--- config.mk ---
export PLATFORM = sky130hd
export DESIGN_NAME = gshare_predictor
export DESIGN_NICKNAME = d
export VERILOG_FILES = /design/src/rtl/bp_pkg.sv /design/src/rtl/bp_ghr.sv /design/src/rtl/gshare_predictor.sv
export SDC_FILE = /design/constraint.sdc
export NUM_CORES = 1
export LEC_CHECK = 0
export CAP_MARGIN = 20
export CORE_MARGIN = 2
export CORE_UTILIZATION = 28
export CTS_CLUSTER_SIZE = 12
export DETAILED_ROUTE_END_ITERATION = 7
export PLACE_DENSITY_LB_ADDON = 0.2
export SYNTH_ARGS = -nofsm -noshare
export SYNTH_HDL_FRONTEND = slang
export SYNTH_HIERARCHICAL = 1
export SYNTH_SLANG_ARGS = --single-unit
export TNS_END_PERCENT = 5
--- constraint.sdc ---
create_clock -name clk -period 17.7 [get_ports clk]
set_input_delay 3.54 -clock clk [delete_from_list [all_inputs] [get_ports clk]]
set_output_delay 3.54 -clock clk [all_outputs]
set_load 0.02 [all_outputs]
--- src/rtl/bp_pkg.sv ---
// Shared types for the branch predictor: index mode, resolved-branch update
// payload and the table-initialisation FSM states.
package bp_pkg;

    // Widest global history any predictor instance may carry on the update bus.
    localparam int unsigned BP_MAX_HIST = 16;

    typedef enum logic {
        BP_BIMODAL = 1'b0,
        BP_GSHARE  = 1'b1
    } bp_mode_e;

    typedef enum logic {
        ST_INIT = 1'b0,
        ST_RUN  = 1'b1
    } bp_state_e;

    // Resolved branch coming back from execute.
    typedef struct packed {
        logic                   en;
        logic [31:0]            pc;
        logic [BP_MAX_HIST-1:0] ghr;
        logic                   actual_taken;
        logic                   mispredict;
    } bp2_update_t;

endpackage

--- src/rtl/bp_ghr.sv ---
// Speculative global history register.
//   clk, rst_n      : clock, synchronous active-low reset
//   run_i           : predictor is in RUN; history is forced to 0 otherwise
//   shift_en_i      : shift shift_bit_i in (speculative fetch)
//   restore_en_i    : mispredict recovery; beats a shift in the same cycle
//   restore_ghr_i   : history carried with the mispredicted branch
//   restore_bit_i   : its resolved direction
//   ghr_o           : current history
module bp_ghr #(
    parameter int unsigned HIST_LEN = 8
) (
    input  logic                clk,
    input  logic                rst_n,
    input  logic                run_i,
    input  logic                shift_en_i,
    input  logic                shift_bit_i,
    input  logic                restore_en_i,
    input  logic [HIST_LEN-1:0] restore_ghr_i,
    input  logic                restore_bit_i,
    output logic [HIST_LEN-1:0] ghr_o
);

    logic [HIST_LEN-1:0] ghr_q, ghr_d;
    logic [HIST_LEN-1:0] shifted, restored;

    // Single-bit history has no older bits to keep.
    generate
        if (HIST_LEN == 1) begin : g_h1
            logic unused_restore;
            assign unused_restore = restore_ghr_i[0];
            assign shifted        = shift_bit_i;
            assign restored       = restore_bit_i;
        end else begin : g_hn
            assign shifted  = {ghr_q[HIST_LEN-2:0], shift_bit_i};
            assign restored = {restore_ghr_i[HIST_LEN-2:0], restore_bit_i};
        end
    endgenerate

    // Restore wins over the speculative shift.
    always_comb begin
        ghr_d = ghr_q;
        if (!run_i) begin
            ghr_d = '0;
        end else if (restore_en_i) begin
            ghr_d = restored;
        end else if (shift_en_i) begin
            ghr_d = shifted;
        end
    end

    always_ff @(posedge clk) begin
        if (!rst_n) begin
            ghr_q <= '0;
        end else begin
            ghr_q <= ghr_d;
        end
    end

    assign ghr_o = ghr_q;

endmodule

--- src/rtl/gshare_predictor.sv ---
// Gshare / bimodal branch direction predictor with a self-initialising
// saturating-counter table.
//   clk, rst_n   : clock, synchronous active-low reset
//   query_pc     : fetch PC being predicted
//   query_valid  : fetch consumes the prediction; advances speculative history
//   pred_taken   : predicted direction (combinational from table + history)
//   pred_ghr     : history used for this prediction
//   ready        : table sweep finished
//   bp_update    : resolved branch (train counter, recover history)
module gshare_predictor
    import bp_pkg::*;
#(
    parameter int unsigned TABLE_SIZE = 256,
    parameter int unsigned CTR_WIDTH  = 2,
    parameter int unsigned HIST_LEN   = 8,
    parameter bp_mode_e    MODE       = BP_GSHARE
) (
    input  logic                clk,
    input  logic                rst_n,
    input  logic [31:0]         query_pc,
    input  logic                query_valid,
    output logic                pred_taken,
    output logic [HIST_LEN-1:0] pred_ghr,
    output logic                ready,
    input  bp2_update_t         bp_update
);

    localparam int unsigned IDX = $clog2(TABLE_SIZE);
    localparam logic [CTR_WIDTH-1:0] INIT_VAL = {1'b0, {(CTR_WIDTH-1){1'b1}}};
    localparam logic [CTR_WIDTH-1:0] CTR_MAX  = {CTR_WIDTH{1'b1}};
    localparam logic [IDX-1:0]       LAST_IDX = IDX'(TABLE_SIZE - 1);

    bp_state_e           state_q, state_d;
    logic [IDX-1:0]      sweep_q, sweep_d;
    logic [CTR_WIDTH-1:0] ctr_q [TABLE_SIZE];

    logic [HIST_LEN-1:0] ghr;
    logic [HIST_LEN-1:0] upd_ghr;
    logic [IDX-1:0]      q_idx, u_idx;
    logic [CTR_WIDTH-1:0] u_cur, u_next;
    logic                run;
    logic                we;
    logic [IDX-1:0]      waddr;
    logic [CTR_WIDTH-1:0] wdata;

    assign run     = (state_q == ST_RUN);
    assign upd_ghr = bp_update.ghr[HIST_LEN-1:0];

    // Bimodal ignores history; gshare folds zero-extended history into the PC bits.
    assign q_idx = (MODE == BP_GSHARE) ? (query_pc[IDX+1:2] ^ IDX'(ghr))
                                       : query_pc[IDX+1:2];
    assign u_idx = (MODE == BP_GSHARE) ? (bp_update.pc[IDX+1:2] ^ IDX'(upd_ghr))
                                       : bp_update.pc[IDX+1:2];

    // Saturating step of the counter being trained.
    assign u_cur = ctr_q[u_idx];
    always_comb begin
        u_next = u_cur;
        if (bp_update.actual_taken) begin
            if (u_cur != CTR_MAX) u_next = u_cur + CTR_WIDTH'(1);
        end else begin
            if (u_cur != '0) u_next = u_cur - CTR_WIDTH'(1);
        end
    end

    // Init sweep / run FSM; also muxes the single table write port.
    always_comb begin
        state_d = state_q;
        sweep_d = sweep_q;
        we      = 1'b0;
        waddr   = u_idx;
        wdata   = u_next;
        case (state_q)
            ST_INIT: begin
                we      = 1'b1;
                waddr   = sweep_q;
                wdata   = INIT_VAL;
                sweep_d = sweep_q + IDX'(1);
                if (sweep_q == LAST_IDX) state_d = ST_RUN;
            end
            ST_RUN: begin
                we = bp_update.en;
            end
            default: state_d = ST_INIT;
        endcase
    end

    always_ff @(posedge clk) begin
        if (!rst_n) begin
            state_q <= ST_INIT;
            sweep_q <= '0;
        end else begin
            state_q <= state_d;
            sweep_q <= sweep_d;
        end
    end

    // Counter table: no reset, contents are defined by the sweep.
    always_ff @(posedge clk) begin
        if (we) ctr_q[waddr] <= wdata;
    end

    bp_ghr #(
        .HIST_LEN (HIST_LEN)
    ) u_ghr (
        .clk           (clk),
        .rst_n         (rst_n),
        .run_i         (run),
        .shift_en_i    (query_valid),
        .shift_bit_i   (pred_taken),
        .restore_en_i  (bp_update.en & bp_update.mispredict),
        .restore_ghr_i (upd_ghr),
        .restore_bit_i (bp_update.actual_taken),
        .ghr_o         (ghr)
    );

    // Query reads the pre-update table value; no write bypass.
    assign pred_taken = run & ctr_q[q_idx][CTR_WIDTH-1];
    assign pred_ghr   = ghr;
    assign ready      = run;

    // PC bits outside the index field and unused history bits.
    logic unused_pc;
    assign unused_pc = ^{query_pc[31:IDX+2], query_pc[1:0],
                         bp_update.pc[31:IDX+2], bp_update.pc[1:0]};
    generate
        if (HIST_LEN < BP_MAX_HIST) begin : g_hist_unused
            logic unused_hist;
            assign unused_hist = ^bp_update.ghr[BP_MAX_HIST-1:HIST_LEN];
        end
    endgenerate

endmodule

---- After elaboration in Yosys (flattened, before gate mapping) ----
Memories as Yosys holds them, arrays and structs flattened.
Index checks and enable logic that the tools add are counted.
cells by class
  multiplexer cells ....................... 12
  reduce and logical (&&, ||, !) cells .... 3
  equality and inequality tests ........... 2
  $add $sub $neg .......................... 3
  bitwise gates (word level) .............. 5
operators with widths
  operator             number
  $mux 8               3
  $xor 8x8->8          2
  $add 8x1->8 const B  1
  $eq 8x8->1 const B   1
  $mux 2               4
  $mux 1               4
  $reduce_bool 2->1    2
  $add 2x1->2 const B  1
  $and 1x1->1          2
  $ne 2x2->1 const B   1
  $pmux 1 s2           1
  $reduce_and 2->1     1
  $sub 2x1->2 const B  1
  $not 1->1            1
storage, ports and cells
  bits in registers ....................... 17
  word-level logic and storage cells ...... 29
  memories kept ........................... 1
  memory bits (writable) .................. 512
  output and inout bits ................... 10
memory list
  memory  depth  width  read ports  clocked after memory_dff  write ports  RTL line                text
  ctr_q   256    2      2           0                         1            gshare_predictor.sv:35  logic [CTR_WIDTH-1:0] ctr_q [TABLE_SIZE];

---- Longest topological paths before layout ----
An unclocked memory read counts as a cell.
  word-level depth ........................ 6
  mapped depth ............................ 13

---- Modules after synthesis ----
The synthesis kept the hierarchy.
by module, submodules not included
  module            area an instance (µm²)  cells an instance  times used
  gshare_predictor  23795.3                 1494               1
  bp_ghr            369.1                   35                 1

---- Worst setup path after synthesis ----
No wires, ideal clock.
  path type ............................... input to register
  start point ............................. input port bp_update[2] in the netlist's numbering
  end point ............................... memory ctr_q[0][0] (data pin)
  stages on the path ...................... 10
  path buffers ............................ 2
  setup slack ............................. 3.205 ns
  arrival ................................. 12.765 ns
  library setup time ...................... 1.731 ns
  data required time ...................... 15.969 ns
  cell sequence ........................... xor2_2 -> buf_4 -> buf_6 -> mux4_2 -> nand2_1 -> nand2_1 -> or3_1 -> a21oi_1 -> a2111oi_0 -> a31oi_1
between the ends
  longest elaborated chain between the ends .. 6
ends and longest elaborated chain
  item                                 RTL line                                        text
  from (decl)                          gshare_predictor.sv:25                          input bp2_update_t bp_update
  $xor 8x8->8 (*)                      gshare_predictor.sv:52                          assign u_idx = (MODE == BP_GSHARE) ? (bp_update.pc[IDX+1:2] ^ IDX'(upd_ghr))
  $mem_v2 256x2 (*)                    --
  $sub 2x1->2 (tied with other cells)  gshare_predictor.sv:62                          if (u_cur != '0) u_next = u_cur - CTR_WIDTH'(1);
  $mux 2 (on tied branches)            gshare_predictor.sv:62, gshare_predictor.sv:60
  $mux 2 (*)                           gshare_predictor.sv:59                          if (bp_update.actual_taken) begin
  $mux 2 (*)                           gshare_predictor.sv:73                          case (state_q)
  via wdata[0]                         gshare_predictor.sv:44                          logic [CTR_WIDTH-1:0] wdata;
  to (decl)                            gshare_predictor.sv:35
Mark *: on every way through the listed nets, which the timed path passes. The rest lies on a longest branch.

---- Final worst setup path ----
  start point ............................. input port query_pc[2]
  end point ............................... output port pred_taken
between the ends
  longest elaborated chain between the ends .. 3
ends and longest elaborated chain
  item           RTL line                 text
  from (decl)    gshare_predictor.sv:20   input logic [31:0] query_pc,
  $xor 8x8->8    gshare_predictor.sv:50   assign q_idx = (MODE == BP_GSHARE) ? (query_pc[IDX+1:2] ^ IDX'(ghr))
  $mem_v2 256x2  --
  $and 1x1->1    gshare_predictor.sv:118  assign pred_taken = run & ctr_q[q_idx][CTR_WIDTH-1];
  to (decl)      gshare_predictor.sv:22   output logic pred_taken,
No other way between the ends.

==> results.tsv <==
stage	metric	value	unit
outcome	run status	finished clean	
die	Die Y	298	um
setup_path	crit end category	primary output	
synth	post-synthesis cell type count	58	
grt	global route overflow	0	
setup_path	CP peak stage delay	790	ps
setup_path	Cell Chain, Critical Path	clkdlybuf4s50_1 > xor2_4 > buf_4 > buf_4 > mux4_2 > mux4_2 > mux4_2 > mux2_2 > nand3_1 > o31ai_1 > clkdlybuf4s50_1	
synth	Mapped Area	24200	um^2
synth	Cells after Synth	1529	
timing	period utilisation layout	68.1	%
clock_network	Max clock buf depth	3	
timing	max_slew headroom	23.8	%
grt	Total GRT Usage	17.1	%
routing	Post-DRT Antenna Nets	0	
timing	Finish-stage setup viols	0	
routing	WL/cell	27.8	um
die	Top Ports	96	
setup_path	CP Data Arrival Time	8520	ps
synth	Synth Register Bits	529	
synth	Synth top area share	63.6	%
finish	area delta synth->final	14.7	%
routing	drc violations	0	
placement	IO buf count	39	
grt	vias in the first global route	14900	
clock_network	# resized after CTS	0	
pwr	leakage	8.49	nW
clock_network	clock sinks	529	
clock_network	clk slew on worst S/H paths	70	ps
synth	fraction of registers with async set/reset	0	%
synth	EDFF count, synth	512	
pwr	worst vdd ir	0.0700	mV
worst_hold_path	Worst Hold Class	register to register	
routing	Vias/cell	5.24	
finish	nets	1663	
job	Max Cap Viol	0	
synth	Synth Area per Inst	15.8	um^2
finish	layout cell share with drive strength beyond 1	20.4	%
routing	DR iter-0 viols	1766	
setup_path	CP delay by family, top	buffers and inverters	
grt	initial antenna violation count	2	
timing	Slew Limit Fails	0	
grt	pin count of the biggest net entering global routing	113	
setup_path	slowest stage cell, crit path	buf_4	
synth	yosys warns	6	
timing	Hold Vio Cnt, Final	0	
setup_path	CP startpoint kind	primary input	
clock_network	Clock Tree Root	clkbuf_16	
die	Starting Density	28.3	%
clock_network	worst-skew pair later-pin latency	620	ps
routing	via count	14500	
timing	RSZ-0062 raised after global routing	false	
setup_path	Buf/Inv on CP	4	
setup_path	crit-path most repeated cell	mux4_2	
die	Core ar.	85300	um^2
clock_network	Num CTS Buffers	56	
synth	sequential fraction of the synthesis area	65.0	%
clock_network	# Post-CTS Setup Buffers	0	
routing	DR pass1 iterations	7	
grt	first-pass GRT wire length	110	mm
placement	post-DP HPWL	45.5	mm
clock_network	hold_buf cts	0	
clock_network	Clock H-tree levels	2	
timing	Hold WS	586	ps
synth	Synthesized Nets	1616	
timing	Sum Neg Setup Slack	0	ps
die	die area	88700	um^2
timing	Setup Skew	21.7	ps
timing	post-route minimum period	12060	ps
die	Die X	298	um
timing	fmax	82.9	MHz
synth	area leader, netlist	edfxtp_1	
setup_path	critical path class	primary input to primary output	
placement	dpl cells	2661	
synth	dominant synthesized flop cell	edfxtp_1	
pwr	Power Dens Cells	99.1	nW/um^2
setup_path	CP required	14160	ps
clock_network	TritonCTS clock tree	done	
finish	ANT cells	0	
setup_path	crit-path max FO	33	
synth	top post-synthesis cells by area	edfxtp_1, mux4_2, nor2_1	
timing	slew at the pin with the worst max-slew slack	1130	ps
finish	Layout Cells excl Fill	2758	
routing	detailed-route wire length	76.7	mm
die	# rows	107	
placement	routability cong.	0.818	
## cells by family (layout without fill, tap and decap cells)
family,count (synthesis),after routing,share of synthesized area [%]
AO/OA/AOI/OAI,95,95,2.96
XOR/XNOR,29,29,1.14
multiplexers,227,227,19.2
AND/OR/NAND/NOR,549,549,9.39
buffers and inverters,99,184,2.19
adder cells (fa/ha/maj),1,1,0.0518
flip-flops,529,529,65.0
## final timing paths
path / from / to / slack, ps / cells past startpoint
worst max-delay path: query_pc[2] / pred_taken / 5640 / 11
worst min register to register: sweep_q[7] / ready / 590 / 2
worst min-delay path: sweep_q[7] / ready / 590 / 2
worst max register to register: u_ghr/ghr_o[0] / u_ghr/ghr_o[0] / 12950 / 11
## layout make-up
cell class	count	area [um^2]
Fill cell	8300	57600
Sequential cell	529	15700
Multi-Input combinational cell	901	8130
Clock buffer	70	1480
Tap cell	1144	1430
Timing Repair Buffer	84	761
Clock inverter	26	191
Inverter	4	15.0
## placed cells by master, fill, tap and decap left out, drive strengths merged, types with 10 or more instances in the layout
cell type and instances:
a22oi 12, a32oi 12, buf 45, clkbuf 70, clkdlybuf4s50 39, clkinv 22, dfxtp 17, edfxtp 512
mux2i 36, mux4 188, nand2 151, nand3 44, nand4 15, nor2 290, nor2b 11, nor4 10
o21ai 10, xnor2 15, xor2 14
## stage by stage
step                      power [mW]  util, %  area (um^2)  setup slack, ps
after global placement          1.66     30.5        26000             5590
after CTS                       2.77     32.5        27700             5570
final                           2.75     32.5        27700             5640
after floorplan                 1.55        -        24200             3200
after global routing            2.83     32.5        27700             5420
after detailed placement        1.66     30.5        26000             5590
## flip-flops by register name, indices dropped and copies added, names as in the netlist
| signal | flops |
|---|---|
| ctr_q | 512 |
| u_ghr/ghr_o | 8 |
| sweep_q | 8 |
| ready | 1 |
## cell usage after synthesis (2+ instances only)
cell type,count
a2111oi_0,2
a211oi_1,8
a21o_1,3
a21oi_1,7
a22oi_1,12
a311oi_1,3
a31oi_1,7
a32oi_1,12
and2_1,8
and3_1,5
buf_1,2
buf_12,3
buf_2,18
buf_4,4
buf_6,5
buf_8,3
clkbuf_1,60
dfxtp_1,17
edfxtp_1,512
inv_1,3
mux2_2,3
mux2i_1,36
mux4_1,5
mux4_2,183
nand2_1,151
nand3_1,44
nand4_1,15
nor2_1,290
nor2b_1,11
nor3_1,7
nor4_1,10
o2111ai_1,5
o211ai_1,5
o21ai_0,10
o22ai_1,4
o31ai_1,2
o32ai_1,3
or3_1,5
xnor2_1,15
xor2_1,11
xor2_2,3
## metal layers
layer / vias to the layer above / share of wire, % / track usage (%)
met3: 106 / 6.7 / 2.76
met2: 539 / 46 / 26.9
met4: 0 / 2.6 / 4.55
met5: - / 0 / 0
met1: 7687 / 45 / 24.6
li1: 6125 / - / -
## tightest hold or removal path, stage by stage (launching register included)
cell and delay, ps:
dfxtp_1 340, a31oi_1 140, nor2b_1 50
## power by group
| part | switching [mW] | total, mW | internal (mW) |
|---|---|---|---|
| Clock | 0.484 | 1.11 | 0.626 |
| Sequential | 0.00133 | 1.35 | 1.35 |
| Combinational | 0.178 | 0.282 | 0.104 |
(Power assumes the default switching activity.)
